$ cat config.mk
export PLATFORM = sky130hd
export DESIGN_NAME = muldiv_unit
export DESIGN_NICKNAME = d
export VERILOG_FILES = /design/src/rtl/muldiv_pkg.sv /design/src/rtl/muldiv_iter_core.sv /design/src/rtl/muldiv_unit.sv
export SDC_FILE = /design/constraint.sdc
export NUM_CORES = 1
export LEC_CHECK = 0
export ABC_CLOCK_PERIOD_IN_PS = 3800
export BUFFER_PORTS_ARGS = -buffer_cell sky130_fd_sc_hd__clkbuf_2
export CORE_ASPECT_RATIO = 0.7
export CORE_UTILIZATION = 25
export DETAILED_ROUTE_END_ITERATION = 10
export PLACE_DENSITY = 0.38
export RECOVER_POWER = 50
export SETUP_SLACK_MARGIN = 0.2
export SLEW_MARGIN = 20
export SYNTH_ARGS = -nofsm -noshare
export SYNTH_HDL_FRONTEND = slang
export SYNTH_SLANG_ARGS = --single-unit
$ cat constraint.sdc
create_clock -name clock -period 3.8 [get_ports clock]
set_input_delay 0.19 -clock clock [delete_from_list [all_inputs] [get_ports clock]]
set_output_delay 0.19 -clock clock [all_outputs]
set_load 0.02 [all_outputs]
$ cat src/rtl/muldiv_pkg.sv
// Shared types and op helpers for the iterative RV32M multiply/divide unit.
// Op encoding follows the RISC-V funct3 field of the M extension.
package muldiv_pkg;

    typedef enum logic [2:0] {
        MULDIV_MUL    = 3'b000,
        MULDIV_MULH   = 3'b001,
        MULDIV_MULHSU = 3'b010,
        MULDIV_MULHU  = 3'b011,
        MULDIV_DIV    = 3'b100,
        MULDIV_DIVU   = 3'b101,
        MULDIV_REM    = 3'b110,
        MULDIV_REMU   = 3'b111
    } muldiv_op_e;

    typedef enum logic [1:0] {
        IDLE,
        CALC,
        DONE
    } muldiv_state_e;

    function automatic logic is_div(muldiv_op_e op);
        return op[2];
    endfunction

    function automatic logic is_rem(muldiv_op_e op);
        return op inside {MULDIV_REM, MULDIV_REMU};
    endfunction

    function automatic logic is_signed_a(muldiv_op_e op);
        return op inside {MULDIV_MULH, MULDIV_MULHSU, MULDIV_DIV, MULDIV_REM};
    endfunction

    function automatic logic is_signed_b(muldiv_op_e op);
        return op inside {MULDIV_MULH, MULDIV_DIV, MULDIV_REM};
    endfunction

endpackage

$ cat src/rtl/muldiv_iter_core.sv
// One radix-2 step: shift-add for multiply, restoring shift-subtract for divide.
// hi/lo hold {product_hi, multiplier} or {remainder, quotient/dividend}.
module muldiv_iter_core #(
    parameter int XLEN = 32
) (
    input  logic            div_i,
    input  logic [XLEN-1:0] hi_i,
    input  logic [XLEN-1:0] lo_i,
    input  logic [XLEN-1:0] opd_i,
    output logic [XLEN-1:0] hi_o,
    output logic [XLEN-1:0] lo_o
);

    logic [XLEN:0] sum;
    logic [XLEN:0] rs;
    logic [XLEN:0] diff;

    always_comb begin
        sum  = {1'b0, hi_i} + (lo_i[0] ? {1'b0, opd_i} : '0);
        rs   = {hi_i, lo_i[XLEN-1]};
        diff = rs - {1'b0, opd_i};
        if (div_i) begin
            if (!diff[XLEN]) begin
                hi_o = diff[XLEN-1:0];
                lo_o = {lo_i[XLEN-2:0], 1'b1};
            end else begin
                hi_o = rs[XLEN-1:0];
                lo_o = {lo_i[XLEN-2:0], 1'b0};
            end
        end else begin
            hi_o = sum[XLEN:1];
            lo_o = {sum[0], lo_i[XLEN-1:1]};
        end
    end

endmodule

$ cat src/rtl/muldiv_unit.sv
// Iterative RV32M multiply/divide unit with valid/ready on both sides.
// Define MULDIV_EARLY_OUT_EN to finish trivial cases one edge after accept.
module muldiv_unit
    import muldiv_pkg::*;
#(
    parameter int XLEN  = 32,
    parameter int CNT_W = $clog2(XLEN) + 1
) (
    input  logic            clock,
    input  logic            reset,
    input  logic            in_valid,
    output logic            in_ready,
    input  logic [2:0]      op,
    input  logic [XLEN-1:0] A,
    input  logic [XLEN-1:0] B,
    output logic            out_valid,
    input  logic            out_ready,
    output logic [XLEN-1:0] result
);

    muldiv_state_e   state_q, state_d;
    muldiv_op_e      op_q, op_d;
    logic [XLEN-1:0] hi_q, hi_d;
    logic [XLEN-1:0] lo_q, lo_d;
    logic [XLEN-1:0] opd_q, opd_d;
    logic [XLEN-1:0] a_q, a_d;
    logic            neg_q, neg_d;
    logic            dz_q, dz_d;
    logic [CNT_W-1:0] cnt_q, cnt_d;
    logic [XLEN-1:0] res_q, res_d;

    muldiv_op_e      op_in;
    logic            sa, sb;
    logic [XLEN-1:0] a_mag, b_mag;
    logic [XLEN-1:0] core_hi, core_lo;

    logic [2*XLEN-1:0] prod;
    logic [XLEN-1:0]   dval;
    logic [XLEN-1:0]   fix_res;

    assign op_in = muldiv_op_e'(op);
    assign sa    = is_signed_a(op_in) & A[XLEN-1];
    assign sb    = is_signed_b(op_in) & B[XLEN-1];
    assign a_mag = sa ? -A : A;
    assign b_mag = sb ? -B : B;

    assign in_ready  = (state_q == IDLE);
    assign out_valid = (state_q == DONE);
    assign result    = res_q;

    muldiv_iter_core #(.XLEN(XLEN)) u_core (
        .div_i (is_div(op_q)),
        .hi_i  (hi_q),
        .lo_i  (lo_q),
        .opd_i (opd_q),
        .hi_o  (core_hi),
        .lo_o  (core_lo)
    );

    // Sign fix-up and result selection once all iterations are done.
    always_comb begin
        prod = neg_q ? -{hi_q, lo_q} : {hi_q, lo_q};
        dval = is_rem(op_q) ? hi_q : lo_q;
        if (neg_q) dval = -dval;
        if (is_div(op_q)) begin
            if (dz_q) fix_res = is_rem(op_q) ? a_q : '1;
            else      fix_res = dval;
        end else if (op_q == MULDIV_MUL) begin
            fix_res = prod[XLEN-1:0];
        end else begin
            fix_res = prod[2*XLEN-1:XLEN];
        end
    end

`ifdef MULDIV_EARLY_OUT_EN
    localparam logic [XLEN-1:0] MIN_NEG = {1'b1, {(XLEN-1){1'b0}}};
`endif

    always_comb begin
        state_d = state_q;
        op_d    = op_q;
        hi_d    = hi_q;
        lo_d    = lo_q;
        opd_d   = opd_q;
        a_d     = a_q;
        neg_d   = neg_q;
        dz_d    = dz_q;
        cnt_d   = cnt_q;
        res_d   = res_q;
        unique case (state_q)
            IDLE: begin
                if (in_valid) begin
                    op_d    = op_in;
                    a_d     = A;
                    hi_d    = '0;
                    lo_d    = is_div(op_in) ? a_mag : b_mag;
                    opd_d   = is_div(op_in) ? b_mag : a_mag;
                    neg_d   = (is_rem(op_in)) ? sa : (sa ^ sb);
                    dz_d    = (B == '0);
                    cnt_d   = CNT_W'(XLEN);
                    state_d = CALC;
`ifdef MULDIV_EARLY_OUT_EN
                    if (is_div(op_in) && B == '0) begin
                        res_d   = is_rem(op_in) ? A : '1;
                        state_d = DONE;
                    end else if ((op_in inside {MULDIV_DIV, MULDIV_REM}) &&
                                 A == MIN_NEG && B == '1) begin
                        res_d   = (op_in == MULDIV_DIV) ? A : '0;
                        state_d = DONE;
                    end else if (!is_div(op_in) && (A == '0 || B == '0)) begin
                        res_d   = '0;
                        state_d = DONE;
                    end
`endif
                end
            end
            CALC: begin
                if (cnt_q == '0) begin
                    res_d   = fix_res;
                    state_d = DONE;
                end else begin
                    hi_d  = core_hi;
                    lo_d  = core_lo;
                    cnt_d = cnt_q - CNT_W'(1);
                end
            end
            DONE: begin
                if (out_ready) state_d = IDLE;
            end
            default: state_d = IDLE;
        endcase
    end

    always_ff @(posedge clock or negedge reset) begin
        if (!reset) begin
            state_q <= IDLE;
            op_q    <= MULDIV_MUL;
            hi_q    <= '0;
            lo_q    <= '0;
            opd_q   <= '0;
            a_q     <= '0;
            neg_q   <= 1'b0;
            dz_q    <= 1'b0;
            cnt_q   <= '0;
            res_q   <= '0;
        end else begin
            state_q <= state_d;
            op_q    <= op_d;
            hi_q    <= hi_d;
            lo_q    <= lo_d;
            opd_q   <= opd_d;
            a_q     <= a_d;
            neg_q   <= neg_d;
            dz_q    <= dz_d;
            cnt_q   <= cnt_d;
            res_q   <= res_d;
        end
    end

endmodule

Word level (Yosys, flattened, before mapping)
Cells that the tools add are included. Widths: inputs -> output; s select.

Register bits: 173. Input bits: 71. Output and inout port bits: 34. Logic and storage cells: 76.

$add $sub $neg: 7. Equality and inequality tests: 13. Muxes and demuxes: 30. Bitwise operators: 3. Reductions and logical operators: 13.

Operator list (number): $mux 32 (18); $pmux 32 s2 (2); $neg 32->32 (3); $mux 64 (1); $neg 64->64 (1); $add 32x33->33 (1); $sub 33x32->33 (1); $logic_not 32->1 (1); $eq 3x3->1 const B (5); $mux 6 (2); $pmux 6 s2 (1); $logic_not 6->1 (1); $mux 2 (3); $ne 2x2->1 const B (3); $pmux 2 s3 (1); $reduce_and 3->1 (2); $reduce_bool 2->1 (3); $sub 6x1->6 const B (1); $reduce_and 2->1 (2); $reduce_bool 4->1 (1); $eq 3x1->1 const B (1); $eq 3x2->1 const B (1); $logic_not 3->1 (1); $reduce_bool 3->1 (1); 7 further kinds (9).

Longest topological paths before layout
Gate-level depths: netlist (run 1).

Depth in word-level cells: 7. Depth in mapped cells: 17. Gate-level depth less buffers: 13.

Hierarchy
From an unflattened synthesis (run 1), not the netlist that was laid out.

Cells, all modules: 2308. Area, all modules: 17784.6 µm².

By module, submodules not included: muldiv_unit (times used 1, cells an instance 1620, area an instance 12963.7 µm², seq. area each 4329.2 µm²); muldiv_iter_core (times used 1, cells an instance 688, area an instance 4820.9 µm², seq. area each 0.0 µm²).

Worst setup path after synthesis (run 1)
Ideal clock, no wire load.

Kind: register to register. Start point: reg lo_q[0]. End point: reg hi_q[30]. Setup time: 0.121 ns. Arrival time: 3.301 ns. Required time: 3.679 ns. Setup slack: 0.378 ns. Stages on the path, launching flop included: 14. Buffers on the path: 1. Clock period less this slack: 3.422 ns. Cell sequence: dfrtp_1 -> clkinv_1 -> clkbuf_1 -> nor2_1 -> ha_1 -> a211oi_1 -> o211ai_1 -> a221o_1 -> and3_1 -> a2111oi_1 -> o41ai_1 -> xnor2_1 -> a21oi_1 -> a22o_1.

Cells in the longest elaborated chain, start to end: 5.

RTL lines: from (decl) (RTL line muldiv_unit.sv:24) `logic [XLEN-1:0] lo_q, lo_d;`; from (signal assigned) (RTL line muldiv_unit.sv:150) `lo_q <= lo_d;`; $mux 32 (RTL line muldiv_iter_core.sv:19) `sum = {1'b0, hi_i} + (lo_i[0] ? {1'b0, opd_i} : '0);`; $add 32x33->33 (RTL line muldiv_iter_core.sv:19); $mux 32 (RTL line muldiv_iter_core.sv:22) `if (div_i) begin`; $mux 32 (RTL line muldiv_unit.sv:118) `if (cnt_q == '0) begin`; $pmux 32 s2 (RTL line muldiv_unit.sv:90) `unique case (state_q)`; to (signal assigned) (RTL line muldiv_unit.sv:149) `hi_q <= hi_d;`; to (decl) (RTL line muldiv_unit.sv:23) `logic [XLEN-1:0] hi_q, hi_d;`.

Every way passes these cells. The select of a mux whose other input is x is not followed. A chain may end at the register's enable or synchronous reset.

Worst setup path in the final report (run 1)
Start point: reg lo_q[12]. End point: reg res_q[21], in the netlist result[21].

Cells in the longest elaborated chain, start to end: 5. Elaborated cells on any way between the ends: 8. Those cells by class: add/sub (2); mux (6).

RTL lines: $mux 32 (RTL line muldiv_unit.sv:63) `dval = is_rem(op_q) ? hi_q : lo_q;`; $neg 32->32 (RTL line muldiv_unit.sv:64) `if (neg_q) dval = -dval;`; $mux 32 (RTL line muldiv_unit.sv:64); $mux 32 (RTL line muldiv_unit.sv:66) `if (dz_q) fix_res = is_rem(op_q) ? a_q : '1;`; $mux 32 * (RTL line muldiv_unit.sv:65) `if (is_div(op_q)) begin`; to (signal assigned) (RTL line muldiv_unit.sv:156) `res_q <= res_d;`; to (decl) (RTL line muldiv_unit.sv:30) `logic [XLEN-1:0] res_q, res_d;`.

Every way passes the cells marked *; elsewhere a longest branch is shown, timed or not.

==> reports/metrics.cfg, run 1 <==
[worst_setup_path]
cpLargestDelayFamily = simple AND/OR/NAND/NOR gates
arrival_ns = 3.88
crit_buf_inv = 1
worstSetupPathType = reg -> reg
cpMostUsedCell = and4_1
crit_slowest_cell = dfrtp_1
crit_path_end_kind = flip-flop
crit_start = lo_q[12]
slowest_delay_ns = 0.52
required_ns = 4.15
cp-start-kind = flip-flop
crit-reg2reg-launch = lo_q[12]
path_cells = nor3_2 -> and4_1 -> and4_1 -> nand4_1 -> nand2b_1 -> o41ai_1 -> xnor2_1 -> o21ai_0 -> buf_4 -> nand3_1
critPathMaxFanout = 7

[final_layout]
nNetsFinal = 2432
area_growth_pct = 17.43
final_cell_mix = 285 x nand2_1, 216 x nor2_1, 189 x a21oi_1
fin_util_pct = 29.84
drive_gt1_share_pct = 13.29
layout_commonest_cell = nand2_1

[detailed_routing]
wl_per_cell_um = 25.21
routed_via_density = 5.425
ant_nets = 0
vias = 17270
route.detailed.drc = 0
drtIter0Drc = 1665
wl_mm = 80.24
drt-pass1-iter-count = 8

[cts]
cts_made_buffers = 17
cts_tree = done
clk-insertion-delay-late_ns = 0.48
cts_max_level = 4
path_clk_slew_ns = 0.07
root_buffer = clkbuf_16
clockBufferDepth = 2
clock_sinks = 173

[yosys]
ys_types = 86
yosysWarnings = 0
netlist_instances = 2176
synth-seq-cells = 173
synth_edf_count = 0
seq_area_frac_synth_pct = 26.17
synth-async-reset-ratio_pct = 100.0
syn_area_um2 = 16540
synthFlopType = dfrtp_1
avgSynthCellArea_um2 = 7.601
syn-num-nets = 2319

[pwr]
power.density_nw_per_um2 = 1035
cellLeakagePower_nw = 8.094
peakVddDrop_v = 0.0004463

[sta]
timing.fmax_ghz = 0.2833
rsz0062_at_grt = no
tightest_slew_ns = 1.898
maxSlewHeadroom_pct = -26.53
finalSetupViolCount = 0
maxSlewViolCount = 91
fin_crit_sh_pct = 92.88
fin_skew_ns = 0.01256
hold_ws_ns = 0.04693
finalCriticalPeriod_ns = 3.529
tns_ns = 0
hold_viol = 0

[placement]
port_buffers = 104
gp_congestion = 0.9151
hpwl_mm = 63.78

[floorplanning]
die_w_um = 309.4
die_y_um = 217.2
initial_core_util_pct = 25.41
core-area_um2 = 65090
die-area_um2 = 67210
ios = 105
core.rowCount = 78

[global_routing]
antenna_found_initial = 4
grt_pass1_wl_mm = 116.1
overflow = 0
grt_usage_pct = 23.80
first_global_vias = 16260
grt_max_degree = 82

[status]
status = complete, but fails checks
violations = capacitance limit, slew limit

[worst_hold_path]
hold_class = in -> reg
min-delay-start = A[13]

[flow_run]
maxCapViolCount = 2

path summary, 6_finish.rpt:
path,end,slack [ns],depth (start not counted)
hold / removal,a_q[13],0.05,3
setup / recovery,result[21],0.27,10
hold reg to reg,a_q[25],0.48,2
setup reg to reg,result[21],0.27,10
max in group asynchronous,opd_q[15],0.71,3
min in group asynchronous,a_q[4],0.74,2
area by class of cell:
cell class	count	area (um2)
fill	7180	45670
antenna	1	2.502
sequential	173	4335
tap	880	1101
clock buffer	22	444.2
inverter	64	240.2
timing repair buffer	256	1758
clock inverter	10	117.6
multi-input combinational	1777	11420
cell usage after synthesis, types with 12 or more instances:
cell type  instances  area (um2)
a211oi_1          19       142.6
a21o_1            30       225.2
a21oi_1          191       955.9
a22oi_1           12       90.09
a31oi_1           30       187.7
and3_1            15       93.84
buf_1             14       52.55
buf_2             18       90.09
clkbuf_1         127       476.7
dfrtp_1          173        4329
ha_1              70       875.8
inv_1             62       232.7
mux2i_1           89       890.9
nand2_1          286        1074
nand2b_1          21       131.4
nand3_1           39       195.2
nand4_1           17       106.4
nor2_1           218       818.3
nor2b_1           15       93.84
nor3_1            55       275.3
o211ai_1          29       217.7
o21ai_0          152       760.7
o221ai_1          29       254.0
o22ai_1           15       93.84
o31ai_1           31       232.7
o41ai_1           18       157.7
or3_1             13       81.33
or4_1             13       97.59
xnor2_1           98       858.3
xor2_1            99       867.1
state kept, by name, indices dropped and copies added (netlist names):
signal   flops
neg_q        1
lo_q        32
dz_q         1
op_q         3
cnt_q        6
opd_q       32
state_q      2
a_q         32
result      32
hi_q        32
power breakdown:
group          total (mW)  internal (mW)  leakage, nW  switching (mW)
clock                1.85          0.967        0.249           0.881
sequential           3.89           2.76         2.12            1.13
combinational        14.4           5.42         5.72            8.94
total                20.1           9.15         8.09            11.0
per-layer routing:
metal | routed length, um | share of wire [%] | global-route usage (%)
met4 | 1285 | 1.6 | 4.884
met1 | 42390 | 53 | 38.42
met3 | 5946 | 7.4 | 5.132
met5 | 20 | 0.025 | 0
met2 | 30600 | 38 | 30.97
cell families after synthesis:
| logic type | share of synthesized area [%] |
|---|---|
| compound gates | 24.62 |
| xor+xnor | 10.43 |
| fa+ha+maj | 5.537 |
| buf+inv | 5.379 |
| flops | 26.17 |
| mux | 6.022 |
| simple gates | 21.84 |
through the flow:
step / cells / cell area [um2] / total power [mW] / setup slack, ns
global route: 3182 / 19420 / 21.55 / 0.1960
floorplan: 2176 / 16540 / 12.81 / 0.3778
detailed placement: 3131 / 18630 / 17.91 / -0.03106
global placement: 3131 / 18630 / 17.96 / 0.004649
finish: 3183 / 19420 / 20.10 / 0.2706
CTS: 3182 / 19400 / 19.89 / 0.2480
repair_timing:
item	in CTS	in global routing
hold buffers	19	0
setup endpoints to repair	14	17
pin swaps	0	2
setup buffers	0	0
hold endpoints to repair	80	0
resized for setup	6	10
worst reg2reg max path, stage by stage (launching register included):
cell,delay [ns]
dfrtp_1,0.52
nor3_2,0.46
and4_1,0.41
and4_1,0.31
nand4_1,0.29
nand2b_1,0.38
o41ai_1,0.41
xnor2_1,0.13
o21ai_0,0.27
buf_4,0.16
nand3_1,0.05
Note: power is estimated with default switching activity, not from simulation.
==> inputs of run 2 (changes only) <==
- REMOVE_ABC_BUFFERS: not set -> 1
==> run 2 against run 1 <==
Effect of this change: the flow still finishes with violations (capacitance limit, slew limit); clock power about the same; fmax down 0.33%; worst setup slack worse by 0.012 ns; non-clock buffer count up 31; clock skew up 0.0032 ns; combinational power about the same.
==> reports/metrics.cfg, run 2 (same netlist as run 1, synthesis figures left out) <==
[status]
status = complete, but fails checks
violations = capacitance limit, slew limit

[pwr]
power_frac_comb_pct = 72.7  ; +1.2 points
power.net_switching_mw = 10.86  ; -0.83%
p_int_mw = 9.388  ; +2.6%
cellLeakagePower_nw = 8.214  ; +1.5%
pwr-share-seq_pct = 18.2  ; -1.1 points
power.density_nw_per_um2 = 1029  ; -0.57%
switching_share_pct = 53.64  ; -0.85 points
p_clk_share_pct = 9.1  ; about the same
peakVddDrop_v = 0.0006094  ; +37%

[final_layout]
layout_commonest_cell = nand2_1
nNetsFinal = 2464  ; +1.3%
area_growth_pct = 18.98
drive_gt1_share_pct = 14.44  ; +1.1 points
fin_util_pct = 30.23  ; +0.39 points
fin_area_um2 = 19680  ; +1.3%
seqCellArea_um2 = 4335  ; unchanged
final_cell_mix = 284 x nand2_1, 215 x nor2_1, 186 x a21oi_1
fillers = 7191  ; +0.15%
multi_input_area_um2 = 11460  ; +0.34%

[placement]
hpwl_mm = 58.50  ; -8.3%
gp_congestion = 0.9118  ; -0.36%
dpl_cell_area_um2 = 18760  ; +0.73%
port_buffers = 104  ; unchanged

[sta]
timing.fmax_ghz = 0.2824  ; -0.33%
fin_skew_ns = 0.01574  ; +0.003179 ns
fin_crit_sh_pct = 93.18  ; +0.30 points
finalSetupViolCount = 0  ; unchanged
maxSlewHeadroom_pct = -48.56  ; -22 points
tightest_slew_ns = 2.228  ; +0.3305 ns
maxSlewViolCount = 74  ; -19%
hold_ws_ns = 0.02495  ; -0.02197 ns
rsz0062_at_grt = yes
finalCriticalPeriod_ns = 3.541  ; +0.01158 ns
tns_ns = 0  ; unchanged
hold_viol = 0  ; unchanged

[worst_hold_path]
hold_class = in -> reg

[cts]
clk-insertion-delay-late_ns = 0.47  ; about the same
cts_tree = done
cts_max_level = 4  ; unchanged
path_clk_slew_ns = 0.08  ; about the same
root_buffer = clkbuf_16
clockBufferDepth = 2  ; unchanged
cts_made_buffers = 17  ; unchanged
clock_sinks = 173  ; unchanged

[floorplanning]
core.rowCount = 78  ; unchanged
ios = 105  ; unchanged
initial_core_util_pct = 25.41  ; unchanged
die_y_um = 217.2  ; unchanged
die_w_um = 309.4  ; unchanged
die-area_um2 = 67210  ; unchanged
core-area_um2 = 65090  ; unchanged

[global_routing]
first_global_vias = 16470  ; +1.3%
grt_max_degree = 75  ; -8.5%
overflow = 0  ; unchanged
grt_usage_pct = 22.48  ; -1.3 points
grt_pass1_wl_mm = 111.3  ; -4.1%
antenna_found_initial = 3  ; -1

[worst_setup_path]
required_ns = 4.12  ; -0.03 ns
cp-start-kind = flip-flop
arrival_ns = 3.86  ; -0.02 ns
crit_path_end_kind = flip-flop
critPathMaxFanout = 12  ; +5
worstSetupPathType = reg -> reg

[detailed_routing]
ant_nets = 0  ; unchanged
wl_mm = 75.60  ; -5.8%
vias = 17120  ; -0.89%
drt-pass1-iter-count = 5  ; -3
routed_via_density = 5.323  ; -1.9%
drtIter0Drc = 1488  ; -11%
route.detailed.drc = 0  ; unchanged
wl_per_cell_um = 23.52  ; -6.7%

[flow_run]
maxCapViolCount = 1  ; -1

==> run 2: cell count changes in the layout (fill, tap and decap cells not counted), moves of 3 or more <==
cell,change
clkinvlp_4,-3
inv_6,+6
clkbuf_1,+6
dlygate4sd3_1,+5
a21oi_1,-3
buf_4,+28
a21oi_2,+4
clkbuf_2,-11
==> run 2: per-stage QoR <==
stage,cells,setup slack [ns],power (mW)
2_1_floorplan,2014,-1.662,12.50
3_3_place_gp,3153,-0.3037,17.95
3_5_place_dp,3153,-0.09843,17.93
4_1_cts,3210,0.1823,20.03
5_1_grt,3214,0.1933,21.87
6_report,3215,0.2590,20.25
==> run 2: worst max-delay path: stages, from the launching register on <==
cell and delay [ns]:
dfrtp_1 0.41, inv_4 0.17, buf_12 0.17, nor2_1 0.05
ha_1 0.34, o211ai_1 0.10, o21a_1 0.24, a21bo_2 0.28
a21oi_2 0.34, buf_4 0.23, nand4_1 0.16, a21boi_0 0.43
o22ai_1 0.17, xor2_1 0.16, o221ai_1 0.13
==> run 2: timing repair <==
item | 4_1_cts | 5_1_grt
gates resized for setup | 10 | 17
hold buffers | 24 | 0
pin swaps | 1 | 4
endpoints found under the hold margin | 94 | 0
setup buffers | 0 | 4
endpoints found under the setup margin | 19 | 30
gates cloned | 1 | 0
==> run 2: final timing paths <==
path	from	to	slack [ns]	cells past startpoint
hold / removal	A[17]	a_q[17]	0.02	3
setup / recovery	lo_q[0]	hi_q[28]	0.26	14
hold reg to reg	result[2]	result[2]	0.49	2
min in group asynchronous	reset	a_q[7]	0.92	2
max in group asynchronous	reset	op_q[2]	1.00	3
setup reg to reg	lo_q[0]	hi_q[28]	0.26	14
==> run 2: power by group through the flow <==
stage | Sequential (mW) | Combinational, mW | Clock [mW]
after global placement | 3.72 | 14.2 | 0
after CTS | 3.69 | 14.4 | 1.89
after global routing | 3.78 | 16.1 | 1.96
after floorplan | 4.01 | 8.49 | 0
final | 3.69 | 14.7 | 1.84
after detailed placement | 3.72 | 14.2 | 0
==> run 2: per-layer routing <==
layer / global-route usage (%) / share of wire, % / routed length, um
met1: 34.17 / 51 / 38680
met3: 3.730 / 5.7 / 4309
met5: 0 / 0 / 0
met2: 32.27 / 41 / 30920
met4: 5.594 / 2.2 / 1687
==> run 2: area by class of cell <==
cell class	instances	area share, %
diodes	1	0.01272
well taps	880	5.595
multi-input cells	1778	58.25
repair buffers	287	9.982
clock inverters	14	0.6676
inverters	64	1.233
flip-flops and latches	173	22.03
clock buffers	18	2.232
==> inputs of run 3 (changes only) <==
- ABC_AREA: not set -> 1
- PLACE_DENSITY: 0.38 -> 0.37
==> run 3 against run 2 <==
Effect of this change: combinational power rose by 29%; critical path type unchanged; fmax rose by 7.7%; the flow still finishes with violations (capacitance limit, slew limit); worst hold slack improved by 0.0044 ns; clock skew rose by 0.010 ns; cell area rose by 14%; register-to-register slack improved by 0.25 ns; largest power group unchanged.
==> reports/metrics.cfg, run 3 <==
[detailed_routing]
drtIter0Drc = 3169  ; +110%
ant_nets = 0  ; unchanged
wl_per_cell_um = 23.78  ; +1.1%
wl_mm = 110.5  ; +46%
drt-pass1-iter-count = 6  ; +1
vias = 23890  ; +40%
route.detailed.drc = 0  ; unchanged
routed_via_density = 5.138  ; -3.5%

[final_layout]
fillers = 9056  ; +26%
area_growth_pct = 13.32
drive_gt1_share_pct = 7.184  ; -7.3 points
final_cell_mix = 1137 x nand2_1, 432 x inv_1, 392 x nand3_1
nNetsFinal = 3735  ; +52%
layout_commonest_cell = nand2_1
final_cells = 4649  ; +45%
diodes = 0  ; -1
fin_area_um2 = 22430  ; +14%
fin_util_pct = 28.89  ; -1.3 points

[status]
status = complete, but fails checks
violations = capacitance limit, slew limit

[floorplanning]
die_w_um = 338.3  ; +9.3%
die_y_um = 237.4  ; +9.3%
initial_core_util_pct = 25.50  ; +0.087 points
die-area_um2 = 80320  ; +20%
core-area_um2 = 77640  ; +19%
ios = 105  ; unchanged
core.rowCount = 85  ; +9.0%

[pwr]
power.density_nw_per_um2 = 1122  ; +9.0%
peakVddDrop_v = 0.0004473  ; -27%
cellLeakagePower_nw = 11.33  ; +38%

[worst_setup_path]
crit_path_end_kind = flip-flop
reg2reg_slack_ns = 0.51  ; +0.25 ns
worstSetupPathType = reg -> reg
arrival_ns = 3.68  ; -0.18 ns
crit_buf_inv = 2  ; -1
slowest_delay_ns = 0.50  ; +0.07 ns
critPathMaxFanout = 28  ; +16
cpMostUsedCell = nand2_1
required_ns = 4.19  ; +0.07 ns
cpLargestDelayFamily = simple AND/OR/NAND/NOR gates
path_cells = inv_1 -> ha_1 -> fa_1 -> inv_1 -> nand2_1 -> nand2_1 -> nand3b_1 -> nand2_1 -> nand2_1 -> nand2_2 -> nand2_1 -> nand2_1 -> nand2_1 -> nand2_2 -> nand2_1 -> nor2_1 -> o21ai_0
cp-start-kind = flip-flop
crit_slowest_cell = nand2_2

[placement]
place_inst = 4601  ; +46%
port_buffers = 104  ; unchanged
post-place-ws_ns = 0.5753  ; +0.6737 ns
dpl_cell_area_um2 = 21730  ; +16%
gp_congestion = 0.9865  ; +8.2%
hpwl_mm = 90.81  ; +55%

[yosys]
netlist_instances = 3499  ; +61%
avgSynthCellArea_um2 = 5.657  ; -26%
yosys-top-cells-area = dfrtp_1 22%, nand2_1 22%, nand3_1 9.9%, inv_1 8.2%, nor2_1 7.3%
synthTopCellsByCount = 1138 x nand2_1, 433 x inv_1, 392 x nand3_1
synth-async-reset-ratio_pct = 100.0  ; unchanged
seq_area_frac_synth_pct = 21.87  ; -4.3 points
synth-seq-cells = 173  ; unchanged
synth_top_area_cell = dfrtp_1
synth_top_area_share_pct = 21.87  ; -4.3 points
synthFlopType = dfrtp_1
yosys.cell_count.top_type = nand2_1
yosysWarnings = 0  ; unchanged
ys_types = 45  ; -48%
synth_edf_count = 0  ; unchanged
syn_area_um2 = 19790  ; +20%

[cts]
cts_tree = done
cts_resized = 0  ; -10
root_buffer = clkbuf_16
path_clk_slew_ns = 0.10  ; +0.02 ns
clock_sinks = 173  ; unchanged
clk-insertion-delay-late_ns = 0.52  ; +0.05 ns
clockBufferDepth = 2  ; unchanged
cts_max_level = 4  ; unchanged
cts_made_buffers = 17  ; unchanged

[global_routing]
grt_usage_pct = 27.13  ; +4.7 points
grt_max_degree = 96  ; +28%
antenna_found_initial = 6  ; +3
grt_pass1_wl_mm = 157.2  ; +41%
overflow = 0  ; unchanged
first_global_vias = 21460  ; +30%

[sta]
tightest_slew_ns = 2.289  ; +0.06029 ns
finalCriticalPeriod_ns = 3.287  ; -0.2538 ns
maxSlewViolCount = 71  ; -4.1%
layout_setup_ws_ns = 0.5128  ; +0.2538 ns
timing.fmax_ghz = 0.3042  ; +7.7%
finalSetupViolCount = 0  ; unchanged
hold_ws_ns = 0.02931  ; +0.004361 ns
hold_viol = 0  ; unchanged
fin_crit_sh_pct = 86.50  ; -6.7 points
maxSlewHeadroom_pct = -52.58  ; -4.0 points
fin_skew_ns = 0.02588  ; +0.01014 ns
rsz0062_at_grt = no

[worst_hold_path]
hold_class = in -> reg

[flow_run]
maxCapViolCount = 1  ; unchanged

run 3: power by group:
group / internal, mW / total [mW] / switching (mW)
Combinational: 5.51 / 18.9 / 13.3
Sequential: 2.77 / 4.38 / 1.61
Clock: 0.883 / 1.92 / 1.03
run 3: kinds of logic after synthesis:
family | Yosys count | share of synthesized area [%]
adders and majority gates | 72 | 4.627
buffers and inverters | 576 | 11.50
xor gates and xnor gates | 65 | 2.876
DFF | 173 | 21.87
and+or+nand+nor | 2073 | 44.10
AOI/OAI and AO/OA | 540 | 15.02
run 3: layout make-up:
class	instances	area (um2)	share of cell area, %
Sequential cell	173	4335	19.33
Clock inverter	15	171.4	0.7642
Inverter	445	1672	7.452
Tap cell	1044	1306	5.824
Timing Repair Buffer	205	1318	5.874
Clock buffer	17	425.4	1.897
Multi-Input combinational cell	2750	13200	58.86
run 3: worst register-to-register path, stage by stage (launching register included):
cell and delay (ns):
dfrtp_1 0.48, inv_1 0.12, ha_1 0.25, fa_1 0.40, inv_1 0.10, nand2_1 0.07
nand2_1 0.07, nand3b_1 0.07, nand2_1 0.16, nand2_1 0.09, nand2_2 0.08, nand2_1 0.10
nand2_1 0.10, nand2_1 0.07, nand2_2 0.50, nand2_1 0.26, nor2_1 0.15, o21ai_0 0.09
run 3: stage by stage:
step	TNS (ns)	total power, mW
after floorplan	-132.16	15.04
after global placement	0	22.91
after detailed placement	0	22.62
after global routing	0	27.17
after CTS	0	24.64
final	0	25.16
run 3: path summary, 6_finish.rpt:
path / from / depth (start not counted) / to
min: A[1] / 3 / a_q[1]
max in group asynchronous: reset / 3 / op_q[1]
max: lo_q[31] / 17 / hi_q[9]
min reg2reg: result[27] / 2 / result[27]
min in group asynchronous: reset / 2 / hi_q[26]
max reg2reg: lo_q[31] / 17 / hi_q[9]
run 3: per-layer routing:
metal  track usage, %  wire (um)  vias to the layer above
li1                 -          -                    11470
met1            44.80      58360                    11270
met2            33.55      39130                     1062
met3            6.534      11470                       76
met4            5.375       1575                        4
met5                0         22                        -
run 3: timing repair:
item	in CTS	in global routing
buffers inserted	0	0
endpoints found under the hold margin	81	0
hold buffers	16	0
